==> src/rtl/serial_link_phy_tx_mc_if.sv <==
// Beat handshake bundle for the serial link PHY transmitter.
//   data_out       : beat payload, channel c at [c*2*NumLanes +: 2*NumLanes]
//   data_out_valid : source has a beat
//   data_out_ready : PHY takes the beat this cycle (valid & ready)
// master = beat source, slave = PHY.
interface serial_link_phy_tx_mc_if #(
  parameter int NumChannels = 2,
  parameter int NumLanes    = 8
);
  logic [NumChannels*2*NumLanes-1:0] data_out;
  logic                              data_out_valid;
  logic                              data_out_ready;

  modport master (output data_out, data_out_valid, input data_out_ready);
  modport slave  (input data_out, data_out_valid, output data_out_ready);
endinterface

==> src/rtl/serial_link_phy_tx_mc.sv <==
// Multi-channel source-synchronous serial link transmitter.
// Each accepted beat is held for div_q clk_i cycles. In DDR mode the low half
// of a channel's payload is driven for the first div_q/2 cycles and the high
// half for the rest; in SDR mode only the low half is driven. A forwarded
// clock per channel toggles at two programmable positions within the beat.
// Ports:
//   clk_i, rst_ni       : clock, async active-low reset
//   ddr_en_i            : 1=DDR, 0=SDR (latched at burst start)
//   clk_div_i           : beat period in cycles, clamped to [2, MaxClkDiv]
//   clk_shift_start_i   : first forwarded-clock toggle position
//   clk_shift_end_i     : second forwarded-clock toggle position
//   channel_en_i        : per-channel enable mask
//   beat_if             : payload valid/ready handshake (slave side)
//   busy_o              : high while a burst is in flight
//   ddr_rcv_clk_o       : forwarded clock per channel
//   ddr_o               : lane data, channel c at [c*NumLanes +: NumLanes]

// Per-channel output stage: registered lanes and forwarded clock.
module serial_link_phy_tx_mc_chan #(
  parameter int NumLanes = 8
) (
  input  logic                  clk_i,
  input  logic                  rst_ni,
  input  logic                  run,     // channel active in the next cycle
  input  logic                  low,     // next cycle drives the low half
  input  logic                  toggle,  // current cycle is a toggle position
  input  logic [2*NumLanes-1:0] data,    // payload for the next cycle
  output logic                  rcv_clk,
  output logic [NumLanes-1:0]   lanes
);
  always_ff @(posedge clk_i or negedge rst_ni) begin
    if (!rst_ni) begin
      rcv_clk <= 1'b0;
      lanes   <= '0;
    end else begin
      lanes <= run ? (low ? data[NumLanes-1:0] : data[2*NumLanes-1:NumLanes]) : '0;
      // Clock level carries across back-to-back beats; dropping out of the
      // burst parks it low on the same edge.
      if (!run)        rcv_clk <= 1'b0;
      else if (toggle) rcv_clk <= ~rcv_clk;
    end
  end
endmodule

module serial_link_phy_tx_mc #(
  parameter int NumChannels = 2,
  parameter int NumLanes    = 8,
  parameter int MaxClkDiv   = 32,
  localparam int CW         = $clog2(MaxClkDiv) + 1
) (
  input  logic                            clk_i,
  input  logic                            rst_ni,
  input  logic                            ddr_en_i,
  input  logic [CW-1:0]                   clk_div_i,
  input  logic [CW-1:0]                   clk_shift_start_i,
  input  logic [CW-1:0]                   clk_shift_end_i,
  input  logic [NumChannels-1:0]          channel_en_i,
  serial_link_phy_tx_mc_if.slave         beat_if,
  output logic                            busy_o,
  output logic [NumChannels-1:0]          ddr_rcv_clk_o,
  output logic [NumChannels*NumLanes-1:0] ddr_o
);
  localparam int DW = NumChannels * 2 * NumLanes;

  typedef enum logic {IDLE, ACTIVE} state_e;

  typedef struct packed {
    logic                   ddr_en;
    logic [CW-1:0]          div;
    logic [CW-1:0]          start;
    logic [CW-1:0]          stop;
    logic [NumChannels-1:0] mask;
  } cfg_t;

  state_e        state_q, state_d;
  logic [CW-1:0] cnt_q, cnt_d;
  logic [DW-1:0] data_q, data_d;
  cfg_t          cfg_q, cfg_d;
  logic [CW-1:0] div_clamped;
  logic          last, slot, hs, toggle, low_d, run_d;

  always_comb begin
    if (clk_div_i < CW'(2))              div_clamped = CW'(2);
    else if (clk_div_i > CW'(MaxClkDiv)) div_clamped = CW'(MaxClkDiv);
    else                                 div_clamped = clk_div_i;
  end

  // A new beat can be taken when idle or in the final cycle of a beat.
  assign last = (state_q == ACTIVE) && (cnt_q == cfg_q.div - CW'(1));
  assign slot = (state_q == IDLE) || last;
  assign hs   = beat_if.data_out_valid && slot;
  assign beat_if.data_out_ready = beat_if.data_out_valid && slot;

  always_comb begin
    state_d = state_q;
    cnt_d   = '0;
    data_d  = data_q;
    cfg_d   = cfg_q;
    if (hs) data_d = beat_if.data_out;
    if (state_q == IDLE) begin
      if (hs) begin
        state_d      = ACTIVE;
        cfg_d.ddr_en = ddr_en_i;
        cfg_d.div    = div_clamped;
        cfg_d.start  = clk_shift_start_i;
        cfg_d.stop   = clk_shift_end_i;
        cfg_d.mask   = channel_en_i;
      end
    end else if (last) begin
      if (!hs) state_d = IDLE;
    end else begin
      cnt_d = cnt_q + CW'(1);
    end
    run_d = (state_d == ACTIVE);
    low_d = !cfg_d.ddr_en || (cnt_d < (cfg_d.div >> 1));
    // cnt_q never reaches div_q, so positions >= div_q cannot match.
    toggle = (state_q == ACTIVE) && ((cnt_q == cfg_q.start) || (cnt_q == cfg_q.stop));
  end

  always_ff @(posedge clk_i or negedge rst_ni) begin
    if (!rst_ni) begin
      state_q <= IDLE;
      cnt_q   <= '0;
      data_q  <= '0;
      cfg_q   <= '0;
    end else begin
      state_q <= state_d;
      cnt_q   <= cnt_d;
      data_q  <= data_d;
      cfg_q   <= cfg_d;
    end
  end

  assign busy_o = (state_q == ACTIVE);

  // Output registers are loaded with the values of the coming cycle so that
  // a beat accepted in cycle t is on the wires from cycle t+1.
  for (genvar c = 0; c < NumChannels; c++) begin : g_chan
    serial_link_phy_tx_mc_chan #(.NumLanes(NumLanes)) u_chan (
      .clk_i   (clk_i),
      .rst_ni  (rst_ni),
      .run     (run_d && cfg_d.mask[c]),
      .low     (low_d),
      .toggle  (toggle),
      .data    (data_d[c*2*NumLanes +: 2*NumLanes]),
      .rcv_clk (ddr_rcv_clk_o[c]),
      .lanes   (ddr_o[c*NumLanes +: NumLanes])
    );
  end
endmodule
==> src/flat_wrapper.sv <==
// flat-port wrapper written by rule: the top's interface ports become plain ports
module serial_link_phy_tx_mc_flat 
#(
  parameter int NumChannels = 2,
  parameter int NumLanes    = 8,
  parameter int MaxClkDiv   = 32,
  localparam int CW         = $clog2(MaxClkDiv) + 1
)
  (clk_i, rst_ni, ddr_en_i, clk_div_i, clk_shift_start_i, clk_shift_end_i, channel_en_i, busy_o, ddr_rcv_clk_o, ddr_o, beat_if_data_out, beat_if_data_out_valid, beat_if_data_out_ready);
  serial_link_phy_tx_mc_if #(.NumChannels(NumChannels), .NumLanes(NumLanes)) beat_if_i ();
  input  logic clk_i;
  input  logic rst_ni;
  input  logic ddr_en_i;
  input  logic [CW-1:0] clk_div_i;
  input  logic [CW-1:0] clk_shift_start_i;
  input  logic [CW-1:0] clk_shift_end_i;
  input  logic [NumChannels-1:0] channel_en_i;
  output logic busy_o;
  output logic [NumChannels-1:0] ddr_rcv_clk_o;
  output logic [NumChannels*NumLanes-1:0] ddr_o;
  input wire logic [$bits(beat_if_i.data_out)-1:0] beat_if_data_out;
  input wire logic [$bits(beat_if_i.data_out_valid)-1:0] beat_if_data_out_valid;
  output wire logic [$bits(beat_if_i.data_out_ready)-1:0] beat_if_data_out_ready;
  assign beat_if_i.data_out = beat_if_data_out;
  assign beat_if_i.data_out_valid = beat_if_data_out_valid;
  assign beat_if_data_out_ready = beat_if_i.data_out_ready;
  serial_link_phy_tx_mc #(.NumChannels(NumChannels), .NumLanes(NumLanes), .MaxClkDiv(MaxClkDiv)) u_core (.clk_i(clk_i), .rst_ni(rst_ni), .ddr_en_i(ddr_en_i), .clk_div_i(clk_div_i), .clk_shift_start_i(clk_shift_start_i), .clk_shift_end_i(clk_shift_end_i), .channel_en_i(channel_en_i), .beat_if(beat_if_i), .busy_o(busy_o), .ddr_rcv_clk_o(ddr_rcv_clk_o), .ddr_o(ddr_o));
endmodule
==> config.mk <==
export PLATFORM = sky130hd
export DESIGN_NAME = serial_link_phy_tx_mc_flat
export DESIGN_NICKNAME = d
export VERILOG_FILES = /design/src/rtl/serial_link_phy_tx_mc_if.sv /design/src/rtl/serial_link_phy_tx_mc.sv /design/src/flat_wrapper.sv
export SDC_FILE = /design/constraint.sdc
export NUM_CORES = 1
export LEC_CHECK = 0
export BUFFER_PORTS_ARGS = -buffer_cell sky130_fd_sc_hd__buf_2
export CAP_MARGIN = 20
export CORE_ASPECT_RATIO = 0.8
export CORE_MARGIN = 2
export CORE_UTILIZATION = 48
export CTS_CLUSTER_DIAMETER = 60
export CTS_CLUSTER_SIZE = 16
export DETAILED_ROUTE_END_ITERATION = 8
export PLACE_DENSITY = 0.76
export SYNTH_ARGS = -nofsm -noshare
export SYNTH_HDL_FRONTEND = slang
export SYNTH_HIERARCHICAL = 1
export SYNTH_SLANG_ARGS = --single-unit
==> constraint.sdc <==
create_clock -name clk_i -period 4.15 [get_ports clk_i]
set_input_delay 0.83 -clock clk_i [delete_from_list [all_inputs] [get_ports clk_i]]
set_output_delay 0.83 -clock clk_i [all_outputs]
set_load 0.01 [all_outputs]
==> results of run 1 <==
[worst max-delay path, delay by kind of cell (launching register included)]
kind	cells	cell delay, ns
AOI/OAI and AO/OA	7	1.72
and+or+nand+nor	3	0.26
buffers and inverters	1	0.32
adders and majority gates	1	0.32
muxes	1	0.26
DFF	1	0.59
[cells by family (layout without fill, tap and decap cells)]
logic type               after synthesis  count (layout)  share of synthesized area
multiplexers                          49              49                     0.1729
AND/OR/NAND/NOR                      104             104                     0.1401
XOR/XNOR                              25              25                    0.05922
flip-flops                            78              78                     0.5279
adder cells (fa/ha/maj)                6               6                    0.02030
AO/OA/AOI/OAI                         19              19                    0.04264
buffers and inverters                 22             105                    0.03689
[cells in the mapped netlist (3+ instances only)]
cell	instances	area (sq um)
a21oi_1	3	15.01
and2_1	6	37.54
buf_6	7	78.83
clkbuf_1	5	18.77
dfrtp_1	78	1952
ha_1	6	75.07
inv_1	9	33.78
mux2_2	3	33.78
mux2_4	29	435.4
mux2i_1	17	170.2
nand2_1	51	191.4
nand2b_1	5	31.28
nand3_1	5	25.02
nand3b_1	4	30.03
nor2_1	8	30.03
nor2b_1	16	100.1
nor4_1	3	18.77
xnor2_1	10	87.58
xor2_1	15	131.4
[power breakdown]
part	total (W)	internal (W)	switching, W
combinational	0.00176	0.000895	0.000864
sequential	0.00127	0.00107	0.000202
clock	0.000486	0.000228	0.000258
[registers in the layout (all words and copies together), names as in the netlist]
name                          cells
u_core/data_q                    32
u_core/busy_o                     1
u_core/cnt_q                      6
u_core/cfg_q                     21
u_core/g_chan.u_chan/lanes       16
u_core/g_chan.u_chan/rcv_clk      2
[routing by layer]
metal | up-vias | share of wire | global-route usage | routed length (um)
met5 | - | 0 | 0 | 0
met4 | 0 | 0.017 | 0.08400 | 127
met3 | 10 | 0.058 | 0.04714 | 433
met2 | 69 | 0.43 | 0.2855 | 3199
met1 | 1175 | 0.49 | 0.2702 | 3679
li1 | 1168 | - | - | -
[per-stage QoR]
step,instance area [sq um],power [W],worst slack (ns),hold slack [ns]
after floorplan,3697,0.002681,0.9695,0.4350
after global placement,4148,0.002961,0.7875,0.4719
after detailed placement,4148,0.003028,0.6434,0.4687
after CTS,4313,0.003535,0.6083,0.4844
after global routing,4320,0.003776,0.4264,0.5106
final,4320,0.003517,0.5519,0.4819
[cell type report]
cell class,count,area (sq um)
inverters,9,33.78
flip-flops and latches,78,1952
clock buffers,11,141.4
fillers,628,3107
clock inverters,4,23.77
repair buffers,81,422.9
well taps,105,131.4
multi-input cells,203,1615
[worst min path at each step]
stage                          startpoint                          to  slack (ns)  cells past startpoint
2_1_floorplan   u_core/cfg_q[0]$_DFF_PN0_   u_core/cfg_q[0]$_DFF_PN0_        0.44                      2
3_3_place_gp    u_core/cfg_q[1]$_DFF_PN0_   u_core/cfg_q[1]$_DFF_PN0_        0.47                      2
3_5_place_dp    u_core/cfg_q[1]$_DFF_PN0_   u_core/cfg_q[1]$_DFF_PN0_        0.47                      2
4_1_cts         u_core/cfg_q[1]$_DFF_PN0_   u_core/cfg_q[1]$_DFF_PN0_        0.48                      2
5_1_grt        u_core/data_q[3]$_DFF_PN0_  u_core/data_q[3]$_DFF_PN0_        0.51                      1
6_report        u_core/cfg_q[1]$_DFF_PN0_   u_core/cfg_q[1]$_DFF_PN0_        0.48                      2
==> metrics.md, run 1 <==
| Metric | Value |
|---|---|
| Routability cong. | `0.8895` |
| Setup crit end | `u_core/g_chan[0].u_chan/lanes[5]$_DFF_PN0_` |
| Critical path arrival | `3.82 ns` |
| Final net count | `444` |
| Endpoint required time on the critical path | `4.37 ns` |
| Clock Root Buffer | `clkbuf_8` |
| Max frequency | `277.9 MHz` |
| Drt via density | `4.933` |
| Most frequent cells in the layout | `78 x dfrtp_1, 74 x buf_2, 51 x nand2_1` |
| RSZ-0062 raised after global routing | `false` |
| Largest net degree at the start of global routing | `79` |
| FF-to-FF Start | `u_core/cnt_q[2]$_DFF_PN0_` |
| Critical Path Max Stage Delay | `0.59 ns` |
| Reg2reg setup slack | `0.55 ns` |
| Setup violations, final | `0` |
| Mapped Area | `0.003697 sq mm` |
| Global-route usage over all layers | `0.1923` |
| Post-synth EDFFs | `0` |
| Async S/R FF share, synth | `1.000` |
| Vias in the first global route | `2492` |
| Die area | `0.008425 sq mm` |
| Drt pass-1 iters | `4` |
| Worst VDD drop | `0.3489 mV` |
| Via count | `2422` |
| # resized after CTS | `0` |
| Crit. End Element | `flop` |
| Ys Warns | `6` |
| Num rows | `28` |
| Final min period | `3.598 ns` |
| Most used flip-flop cell after synthesis | `dfrtp_1` |
| Final Hold Violating Endpoints | `0` |
| CTS buffer count | `9` |
| Setup crit start | `u_core/cnt_q[2]$_DFF_PN0_` |
| Per-cell routed wire length | `15.15 um` |
| Crit-path cells | `nand2_1 > o211a_1 > o31ai_2 > a31o_2 > nor2_1 > ha_1 > a21o_1 > a211oi_1 > a221oi_1 > a31oi_2 > buf_4 > mux2i_1 > nor2b_1` |
| Width of the chip | `102.1 um` |
| H-tree depth | `3` |
| Crit start category | `flop` |
| Reg clk slew, reported paths | `0.07 ns` |
| Hold/Removal Path Class | `reg -> reg` |
| Grt total ovfl | `0` |
| Worst Skew | `0.006485 ns` |
| Layout area overhead | `16.85%` |
| Placed cells | `475` |
| Initial antenna violation count | `0` |
| First-pass GRT wire length | `12120 um` |
| Total wire length | `7439 um` |
| Critical path fanouts, max | `16` |
| TNS Setup | `0 ns` |
| Maximum buffer depth of the clock tree | `2` |
| Average size of a mapped cell | `12.20 sq um` |
| Slew @ Worst Pin | `0.9641 ns` |
| DRT iter0 DRCs | `71` |
| Commonest non-fill, non-tap cell in the layout | `dfrtp_1` |
| Clock Latency Late Sink | `0.34 ns` |
| Clk sinks | `78` |
| CP max stage cell | `dfrtp_1` |
| Critical path type | `reg -> reg` |
| Slew HR | `0.3573` |
| CTS tree | `built` |
| Die Span Y | `82.50 um` |
| Starting Density | `0.4978` |
| Post-layout util | `0.5817` |
| Final ANT Viol Nets | `0` |
| Reg2Reg Capture Point | `u_core/g_chan[0].u_chan/lanes[5]$_DFF_PN0_` |
| Non-filler cells, final | `491` |
| Final HPWL DP | `5283 um` |
| Max-slew violations | `0` |
| Outcome | `complete, no violations` |
| Drt drc | `0` |
| Final period utilization | `0.8670` |
| Net count after synthesis | `365` |
| Syn Inst Count | `303` |
| Ant. Diodes | `0` |
| Pwr Density | `814.1 mW/mm^2` |
| Lkg Pwr | `2.354 nW` |
| Setup Fix Bufs, Post-CTS | `0` |
| FF-to-FF path depth | `13` |
| Port bufs | `75` |
| CTS Hold Bufs | `0` |
| Distinct cell type count after synthesis | `38` |
| Seq cells post-synth | `78` |
| Ports | `76` |
| Max_cap viols | `0` |
| Floorplan Core Area | `0.007427 sq mm` |
| Share of cells above drive strength 1 | `0.3446` |
| Post-synthesis sequential area ratio | `0.5279` |
Power figures use the tool's default switching activity.
==> run 2, diff against run 1 <==
- PLACE_DENSITY: 0.76 -> 0.82
- SETUP_SLACK_MARGIN: default -> 0.15
==> run 2 against run 1 <==
  * Utilization grew 0.35 points
  * Combinational power is essentially flat
  * Power grew 1.3%
  * Maximum frequency grew 5.0%
  * Largest power group unchanged
  * Critical path depth grew 2
  * Highest routed layer unchanged
  * Largest cell class unchanged
==> metrics.md, run 2 (synthesis results as in run 1) <==
| Metric | Value |
|---|---|
| Final period utilization | `0.8259` |
| Width of the chip | `102.1 um` |
| Largest net degree at the start of global routing | `79` |
| Gate power share | `0.495` |
| Setup violations, final | `0` |
| # resized after CTS | `0` |
| Setup ws final | `0.7227 ns` |
| Top flop regs | `u_core/data_q: 32 flops, u_core/cfg_q: 21 flops, u_core/g_chan.u_chan/lanes: 16 flops` |
| Final net count | `443` |
| Final ANT Viol Nets | `0` |
| Worst Skew | `0.009426 ns` |
| H-tree depth | `3` |
| Switching share of total power | `0.3735` |
| Vias in the first global route | `2547` |
| Max frequency | `291.8 MHz` |
| Family with the most delay on the worst path | `compound AO/OA/AOI/OAI gates` |
| Setup Fix Bufs, Post-CTS | `0` |
| CTS buffer count | `9` |
| Share of cells above drive strength 1 | `0.3446` |
| WP buf/inv | `2` |
| Pwr Density | `819.4 mW/mm^2` |
| Global-route usage over all layers | `0.1930` |
| Dpl ws | `0.7568 ns` |
| Drt pass-1 iters | `4` |
| Crit. End Element | `flop` |
| Die area | `0.008425 sq mm` |
| First-pass GRT wire length | `12200 um` |
| Int Pwr | `0.002231 W` |
| Slew @ Worst Pin | `0.9628 ns` |
| Crit start category | `flop` |
| Routability cong. | `0.8607` |
| Worst VDD drop | `0.3279 mV` |
| Maximum buffer depth of the clock tree | `2` |
| Placed Area | `0.004160 sq mm` |
| RSZ-0062 raised after global routing | `false` |
| Floorplan Core Area | `0.007427 sq mm` |
| Tot Pwr | `0.003562 W` |
| Slew HR | `0.3524` |
| Clock Root Buffer | `clkbuf_8` |
| Switching pwr | `0.001330 W` |
| Critical path type | `reg -> reg` |
| Total wire length | `7444 um` |
| Clk pwr share | `0.148` |
| Seq pwr share | `0.357` |
| Max-slew violations | `0` |
| Reg clk slew, reported paths | `0.08 ns` |
| Drt via density | `5.002` |
| CP max stage cell | `dfrtp_1` |
| Drt drc | `0` |
| Final HPWL DP | `5308 um` |
| Post-route cell area | `0.004347 sq mm` |
| Port bufs | `75` |
| Most frequent cells in the layout | `78 x dfrtp_1, 74 x buf_2, 51 x nand2_1` |
| CTS tree | `built` |
| CTS Hold Bufs | `0` |
| Ports | `76` |
| Final Hold Violating Endpoints | `0` |
| Reg with most FFs | `u_core/data_q` |
| Final min period | `3.427 ns` |
| Crit-path cells | `inv_1 > ha_1 > o211a_1 > o31ai_2 > a31o_2 > nor2_1 > ha_1 > o21ai_0 > nand2b_1 > a21oi_1 > o21ai_0 > a31oi_2 > buf_4 > mux2i_1 > nor2b_1` |
| Hold/Removal Path Class | `reg -> reg` |
| Per-cell routed wire length | `15.16 um` |
| Num rows | `28` |
| Critical Path Max Stage Delay | `0.44 ns` |
| Lkg Pwr | `2.362 nW` |
| Critical path arrival | `3.66 ns` |
| Outcome | `complete, no violations` |
| Ant. Diodes | `0` |
| Clock Latency Late Sink | `0.34 ns` |
| Layout area overhead | `17.56%` |
| TNS Setup | `0 ns` |
| Max_cap viols | `0` |
| Critical path fanouts, max | `16` |
| Grt total ovfl | `0` |
| Die Span Y | `82.50 um` |
| Clk sinks | `78` |
| Max FFs per register | `32` |
| Endpoint required time on the critical path | `4.38 ns` |
| DRT iter0 DRCs | `119` |
| Starting Density | `0.4978` |
| Commonest non-fill, non-tap cell in the layout | `dfrtp_1` |
| Via count | `2456` |
| Initial antenna violation count | `0` |
| # fillers | `649` |
==> run 2: changes by cell type in the layout (fill, tap and decap cells not counted), sizes merged <==
cell / change
clkinv: -2
clkbuf: +1
clkinvlp: +1
==> run 2: worst paths after layout <==
| kind | from | endpoint | slack, ns | depth (start not counted) |
|---|---|---|---|---|
| worst max register to register | u_core/cfg_q[14]$_DFFE_PN0P_ | u_core/g_chan[0].u_chan/lanes[6]$_DFF_PN0_ | 0.72 | 15 |
| worst min-delay path | u_core/cfg_q[1]$_DFF_PN0_ | u_core/cfg_q[1]$_DFF_PN0_ | 0.49 | 2 |
| max in group asynchronous | rst_ni | u_core/data_q[5]$_DFF_PN0_ | 2.89 | 1 |
| worst max-delay path | u_core/cfg_q[14]$_DFFE_PN0P_ | u_core/g_chan[0].u_chan/lanes[6]$_DFF_PN0_ | 0.72 | 15 |
| min in group asynchronous | rst_ni | u_core/cfg_q[9]$_DFFE_PN0P_ | 0.64 | 1 |
| worst min register to register | u_core/cfg_q[1]$_DFF_PN0_ | u_core/cfg_q[1]$_DFF_PN0_ | 0.49 | 2 |
==> run 2: power groups by stage <==
stage	sequential, W	combinational [W]	clock (W)
after global routing	0.00131	0.00194	0.000574
after global placement	0.00127	0.00170	0
after detailed placement	0.00128	0.00176	0
after CTS	0.00127	0.00177	0.000542
after floorplan	0.00121	0.00147	0
final	0.00127	0.00176	0.000527
==> run 2: layout make-up <==
cell class | instances | area, sq um | area share
clock buffer | 13 | 168.9 | 0.03886
clock inverter | 3 | 17.52 | 0.004030
inverter | 9 | 33.78 | 0.007772
multi-input combinational | 203 | 1615 | 0.3716
sequential | 78 | 1952 | 0.4490
tap | 105 | 131.4 | 0.03022
timing repair buffer | 80 | 427.9 | 0.09845
==> run 2: worst reg2reg max path, delay by kind of cell, from the launching register on <==
family                   cells  cell delay [ns]
adder cells (fa/ha/maj)      2             0.51
AO/OA/AOI/OAI                7             1.47
buffers and inverters        2             0.42
multiplexers                 1             0.25
AND/OR/NAND/NOR              3             0.23
flip-flops                   1             0.44
==> run 2: per-layer routing <==
layer | part of all wire | track usage | vias to the layer above | routed length (um)
met3 | 0.066 | 0.05556 | 10 | 495
li1 | - | - | 1170 | -
met5 | 0 | 0 | - | 0
met1 | 0.48 | 0.2733 | 1197 | 3603
met4 | 0.014 | 0.06533 | 0 | 105
met2 | 0.44 | 0.2862 | 79 | 3240
==> run 2: through the flow <==
stage | std cells | utilization | hold slack [ns]
2_1_floorplan | 303 | - | 0.4350
3_3_place_gp | 475 | 0.5601 | 0.4632
4_1_cts | 491 | 0.5852 | 0.4834
5_1_grt | 491 | 0.5852 | 0.4950
6_report | 491 | 0.5852 | 0.4859
3_5_place_dp | 475 | 0.5601 | 0.4655
